$ cat config.mk
export PLATFORM = sky130hd
export DESIGN_NAME = mul_arbiter
export DESIGN_NICKNAME = d
export VERILOG_FILES = /design/src/rtl/mul_arbiter_pkg.sv /design/src/rtl/rr_picker.sv /design/src/rtl/mul_arbiter.sv
export SDC_FILE = /design/constraint.sdc
export NUM_CORES = 1
export LEC_CHECK = 0
export ABC_CLOCK_PERIOD_IN_PS = 3550
export CAP_MARGIN = 15
export CORE_MARGIN = 5
export CORE_UTILIZATION = 40
export CTS_CLUSTER_SIZE = 16
export DETAILED_ROUTE_END_ITERATION = 16
export DONT_BUFFER_PORTS = 1
export MAX_ROUTING_LAYER = met4
export PLACE_DENSITY = 0.67
export SYNTH_ARGS = -nofsm -noshare
export SYNTH_HDL_FRONTEND = slang
export SYNTH_HIERARCHICAL = 1
export SYNTH_SLANG_ARGS = --single-unit
export TNS_END_PERCENT = 30
$ cat constraint.sdc
create_clock -name clk -period 3.55 [get_ports clk]
set_clock_uncertainty 0.2 [all_clocks]
set_input_delay 0.5325 -clock clk [delete_from_list [all_inputs] [get_ports clk]]
set_output_delay 0.5325 -clock clk [all_outputs]
set_load 0.005 [all_outputs]
$ cat src/rtl/mul_arbiter_pkg.sv
// Shared definitions for the multiplier arbiter: FSM state encoding and the
// default parameter values used by mul_arbiter.
package mul_arbiter_pkg;

    typedef enum logic [2:0] {
        IDLE      = 3'd0,
        ISSUE     = 3'd1,
        WAIT_BUSY = 3'd2,
        WAIT_DONE = 3'd3,
        RESP      = 3'd4
    } state_t;

    localparam int DEF_N_REQ   = 4;
    localparam int DEF_OP_W    = 8;
    localparam int DEF_RES_W   = 16;
    localparam int DEF_TIMEOUT = 64;

endpackage

$ cat src/rtl/rr_picker.sv
// Round-robin picker (purely combinational).
//   req   : request vector
//   last  : index of the most recent grant
//   grant : one-hot winner, empty when nothing requests
//   idx   : binary index of the winner
//   any   : at least one request present
module rr_picker #(
    parameter int N  = 4,
    parameter int IW = (N > 1) ? $clog2(N) : 1
) (
    input  logic [N-1:0]  req,
    input  logic [IW-1:0] last,
    output logic [N-1:0]  grant,
    output logic [IW-1:0] idx,
    output logic          any
);

    int cand;

    // Walk the requesters starting just after 'last' and wrapping; the first
    // one found wins, so the previous winner drops to lowest priority.
    always_comb begin
        grant = '0;
        idx   = '0;
        any   = 1'b0;
        cand  = 0;
        for (int k = 1; k <= N; k++) begin
            cand = (int'(last) + k) % N;
            if (!any && req[cand[IW-1:0]]) begin
                any                = 1'b1;
                idx                = cand[IW-1:0];
                grant[cand[IW-1:0]] = 1'b1;
            end
        end
    end

endmodule

$ cat src/rtl/mul_arbiter.sv
// Shares one multi-cycle start/busy multiplier among N_REQ requesters.
// A round-robin grant latches the winner's operands, the FSM issues a one-cycle
// start, waits for busy to rise and fall, and returns the product to the
// granted requester as a one-cycle pulse. A watchdog bounds the total time
// spent waiting on the multiplier; on expiry the response carries err=1.
//   clk, rst                 : clock, synchronous active-high reset
//   req_valid/req_a/req_b    : per-requester request and packed operands
//   req_ready                : one-hot accept pulse (combinational, IDLE only)
//   rsp_valid/result/err     : one-hot response pulse, held product and error
//   arb_busy                 : block is not idle
//   mul_start/mul_a/mul_b    : to multiplier
//   mul_busy/mul_result      : from multiplier
module mul_arbiter
    import mul_arbiter_pkg::*;
#(
    parameter int N_REQ   = DEF_N_REQ,
    parameter int OP_W    = DEF_OP_W,
    parameter int RES_W   = DEF_RES_W,
    parameter int TIMEOUT = DEF_TIMEOUT
) (
    input  logic                    clk,
    input  logic                    rst,
    input  logic [N_REQ-1:0]        req_valid,
    input  logic [N_REQ*OP_W-1:0]   req_a,
    input  logic [N_REQ*OP_W-1:0]   req_b,
    output logic [N_REQ-1:0]        req_ready,
    output logic [N_REQ-1:0]        rsp_valid,
    output logic [RES_W-1:0]        rsp_result,
    output logic                    rsp_err,
    output logic                    arb_busy,
    output logic                    mul_start,
    output logic [OP_W-1:0]         mul_a,
    output logic [OP_W-1:0]         mul_b,
    input  logic                    mul_busy,
    input  logic [RES_W-1:0]        mul_result
);

    localparam int IW   = (N_REQ > 1) ? $clog2(N_REQ) : 1;
    localparam int WD_W = $clog2(TIMEOUT) + 1;

    state_t            state, state_nxt;
    logic [IW-1:0]     last;
    logic [OP_W-1:0]   op_a, op_b;
    logic [OP_W-1:0]   sel_a, sel_b;
    logic [WD_W-1:0]   watchdog;
    logic [N_REQ-1:0]  pick_grant;
    logic [IW-1:0]     pick_idx;
    logic              pick_any;
    logic              grant_en;
    logic              waiting;
    logic              wd_expired;

    rr_picker #(.N(N_REQ), .IW(IW)) u_pick (
        .req   (req_valid),
        .last  (last),
        .grant (pick_grant),
        .idx   (pick_idx),
        .any   (pick_any)
    );

    // A new grant is only made while the multiplier is idle.
    assign grant_en   = (state == IDLE) && pick_any && !mul_busy;
    assign waiting    = (state == WAIT_BUSY) || (state == WAIT_DONE);
    assign wd_expired = (watchdog == WD_W'(TIMEOUT - 1));

    always_comb begin
        sel_a = '0;
        sel_b = '0;
        for (int i = 0; i < N_REQ; i++) begin
            if (pick_grant[i]) begin
                sel_a = req_a[i*OP_W +: OP_W];
                sel_b = req_b[i*OP_W +: OP_W];
            end
        end
    end

    always_comb begin
        state_nxt = state;
        req_ready = '0;
        rsp_valid = '0;
        mul_start = 1'b0;
        unique case (state)
            IDLE: begin
                if (grant_en) begin
                    req_ready = pick_grant;
                    state_nxt = ISSUE;
                end
            end
            ISSUE: begin
                mul_start = 1'b1;
                state_nxt = WAIT_BUSY;
            end
            // Timeout wins over a same-cycle busy edge.
            WAIT_BUSY: begin
                if (wd_expired)    state_nxt = RESP;
                else if (mul_busy) state_nxt = WAIT_DONE;
            end
            WAIT_DONE: begin
                if (wd_expired || !mul_busy) state_nxt = RESP;
            end
            RESP: begin
                rsp_valid[last] = 1'b1;
                state_nxt       = IDLE;
            end
            default: state_nxt = IDLE;
        endcase
    end

    always_ff @(posedge clk) begin
        if (rst) begin
            state      <= IDLE;
            last       <= IW'(N_REQ - 1);
            op_a       <= '0;
            op_b       <= '0;
            watchdog   <= '0;
            rsp_result <= '0;
            rsp_err    <= 1'b0;
        end else begin
            state <= state_nxt;
            if (grant_en) begin
                last <= pick_idx;
                op_a <= sel_a;
                op_b <= sel_b;
            end
            // Counts every cycle in either wait state, so the bound covers the
            // whole wait regardless of where the multiplier stalls.
            if (state == ISSUE)
                watchdog <= '0;
            else if (waiting)
                watchdog <= watchdog + WD_W'(1);
            if (waiting && wd_expired) begin
                rsp_result <= '0;
                rsp_err    <= 1'b1;
            end else if (state == WAIT_DONE && !mul_busy) begin
                rsp_result <= mul_result;
                rsp_err    <= 1'b0;
            end
        end
    end

    assign mul_a    = op_a;
    assign mul_b    = op_b;
    assign arb_busy = (state != IDLE);

endmodule

==> flow_summary.toml <==
[detailed_routing]
wl_per_cell_um = 19.2
route.detailed.drc = 0
ant_nets = 0
via_count = 2868
vias_per_cell = 6.17
postRouteWirelength_um = 8910
firstDrtPassIters = 4
dr.first_iter.drc_count = 161

[outcome]
status = "finished clean"

[layout]
n_antenna_cell = 0
instances_no_fill = 465
fin_nets = 461
final_layout_size_suffix_gt1_frac = 0.0874
area_growth_pct = 3.39

[cts]
insertion_delay_ns = 0.30
cts_made_buffers = 5
cts.root.buffer_cell = "clkbuf_8"
h-tree-depth = 2
postCtsHoldBufs = 0
cts_buffer_depth = 2
clkTransAtPathRegs_ns = 0.10
post-cts-setup-buffers = 0
cts.sinks = 45
tritoncts = "yes"

[placed_design]
gp_congestion = 0.879
portBuffers = 0
dp_slack_ns = 0.254
place_hpwl_um = 6590
place_inst = 457

[floorplan]
core_area_um2 = 7290
initial_core_util = 0.415
dieArea_um2 = 9400
dieWidth_um = 97.0
die_h_um = 97.0
io_pins = 130
num_rows = 31

[worst_setup_path]
required_ns = 2.82
crit-reg2reg-launch = "last[0]$_SDFFE_PP1P_"
r2r_slack_ns = 0.40
timing.rr.end = "mul_a[5]$_SDFFE_PP0P_"
crit_type = "reg2out"
end_kind = "output port"
cp.arrival_ns = 2.68
cp_max_fo = 17
startpoint_type = "flip-flop"
worstRegToRegCells = 10

[synthesis]
synth_top_area_frac = 0.298
synthArstFlopShare = 0
seq_area_frac_synth = 0.298
synth_ff_type = "dfxtp_1"
ys_warn_count = 6
yosys-top-cells-area = "dfxtp_1 (30%), a21oi_1 (9.4%), nand2_1 (7.4%)"
synth_cell_types = 50
syn_avg_cell_area_um2 = 7.86
synth.most_common_cell = "nand2_1"
netlist_area_um2 = 3030
ys_seq_elements = 45
synth_nets = 481
ys_top_cells_by_count = "nand2_1 (60), a21oi_1 (57), dfxtp_1 (45)"
synthCells = 385
synth_edf_count = 0
yosysTopAreaCell = "dfxtp_1"

[sta]
fin_hold_ws_ns = 0.0945
finalMaxSlewViolations = 0
grt_setup_unrepaired = "no"
fin_crit_ns = 3.41
final-setup-viol-count = 0
finalCritPeriodShare = 0.961
slew_headroom = 0.494
worst_slew_pin_slew_ns = 0.759
fin_tns_setup_ns = 0
fin_ws_ns = 0.140
finalHoldViolations = 0
fmax_ghz = 0.293

[worst_hold_path]
hp-class = "in2reg"
worstHoldStart = "rst"
holdPathEnd = "mul_b[7]$_SDFFE_PP0P_"
hold_depth = 1

[global_route]
grtUsageTotal = 0.185
grt_pass1_vias = 2767
grt_max_degree = 34
grt_overflow_total = 0
grt_pass1_wl_um = 14300
antenna_found_initial = 0

[pwr]
p_leak_nw = 1.11
max-vdd-ir-drop_v = 0.000200
p_per_area_nw_per_um2 = 458

[job]
drv_cap = 0
-- cell families (layout without fill, tap and decap cells) --
group | count (synthesis) | after routing | synth area share
muxes | 7 | 7 | 0.0318
DFF | 45 | 45 | 0.298
and+or+nand+nor | 132 | 132 | 0.234
adders and majority gates | 9 | 9 | 0.0372
AOI/OAI and AO/OA | 124 | 124 | 0.288
buffers and inverters | 66 | 47 | 0.105
xor gates and xnor gates | 2 | 2 | 0.00579
-- sequential cells by signal, summed over array words and instances (netlist names) --
name / flops
mul_a: 8
rsp_result: 16
last: 2
mul_b: 8
watchdog: 7
rsp_err: 1
state: 3
-- timing repair --
action | 4_1_cts | 5_1_grt
endpoints found under the hold margin | 0 | 0
gates resized for setup | 1 | 5
setup endpoints to repair | 1 | 3
cloned | 0 | 0
-- power by group --
part           leakage (nW)  internal (mW)  switching, mW  total [mW]
combinational         0.701          0.223          0.292       0.514
sequential            0.367          0.540         0.0405       0.581
clock                0.0447          0.142          0.194       0.336
total                  1.11          0.905          0.526        1.43
-- critical path, cell delays in order (launching register included) --
cell and delay, ns:
dfxtp_1 0.35, buf_4 0.19, mux4_2 0.67, or3_1 0.39, a21oi_1 0.20, a2111o_2 0.34
and3_1 0.23
-- per-stage QoR --
| stage | instance area [um2] | util | power [mW] |
|---|---|---|---|
| after floorplan | 3030 | - | 1.01 |
| after global placement | 3020 | 0.414 | 1.09 |
| after detailed placement | 3020 | 0.414 | 1.09 |
| after CTS | 3110 | 0.427 | 1.43 |
| after global routing | 3130 | 0.429 | 1.53 |
| final | 3130 | 0.429 | 1.43 |
-- placed cells by master (no fill, tap or decap), types with 2 or more instances in the layout --
cell type and n:
a211oi_1 3, inv_1 29, nand2b_1 3, o211ai_1 2
nand3_1 5, o21ai_0 5, a221o_1 16, mux4_2 2
and3_1 4, a21oi_1 57, buf_4 8, a2111o_1 3
clkbuf_8 5, xor2_1 2, nor2_1 12, nor3_1 2
nand3b_1 18, o221ai_1 2, or3_1 9, nand4_1 7
a311oi_1 16, dfxtp_1 45, a31oi_1 4, nor3b_1 2
ha_1 9, mux2i_1 3, or3b_2 2, buf_6 2
o31ai_1 5, nand2_1 60
-- routing by layer --
layer,global-route usage,up-vias,wire (um)
met5,-,-,0
met4,0.0443,0,168
met3,0.0489,19,827
met2,0.281,161,3920
met1,0.247,1326,3990
li1,-,1362,-
-- layout make-up --
| class | count | area [um2] |
|---|---|---|
| inverter | 29 | 109 |
| multi-input combinational | 274 | 1820 |
| fill | 770 | 4160 |
| clock buffer | 5 | 68.8 |
| sequential | 45 | 901 |
| clock inverter | 3 | 25.0 |
| tap | 99 | 124 |
| timing repair buffer | 10 | 82.6 |
-- worst max path at each step --
stage | slack (ns) | startpoint | end | depth (start not counted)
after floorplan | 0.007 | last[0]$_SDFFE_PP1P_ | req_ready[3] | 12
after global placement | 0.34 | last[0]$_SDFFE_PP1P_ | mul_a[5]$_SDFFE_PP0P_ | 8
after detailed placement | 0.25 | last[0]$_SDFFE_PP1P_ | mul_b[5]$_SDFFE_PP0P_ | 8
after CTS | 0.11 | last[0]$_SDFFE_PP1P_ | req_ready[0] | 7
after global routing | 0.02 | last[0]$_SDFFE_PP1P_ | req_ready[2] | 7
final | 0.14 | last[0]$_SDFFE_PP1P_ | req_ready[0] | 6
(Power assumes the default switching activity.)
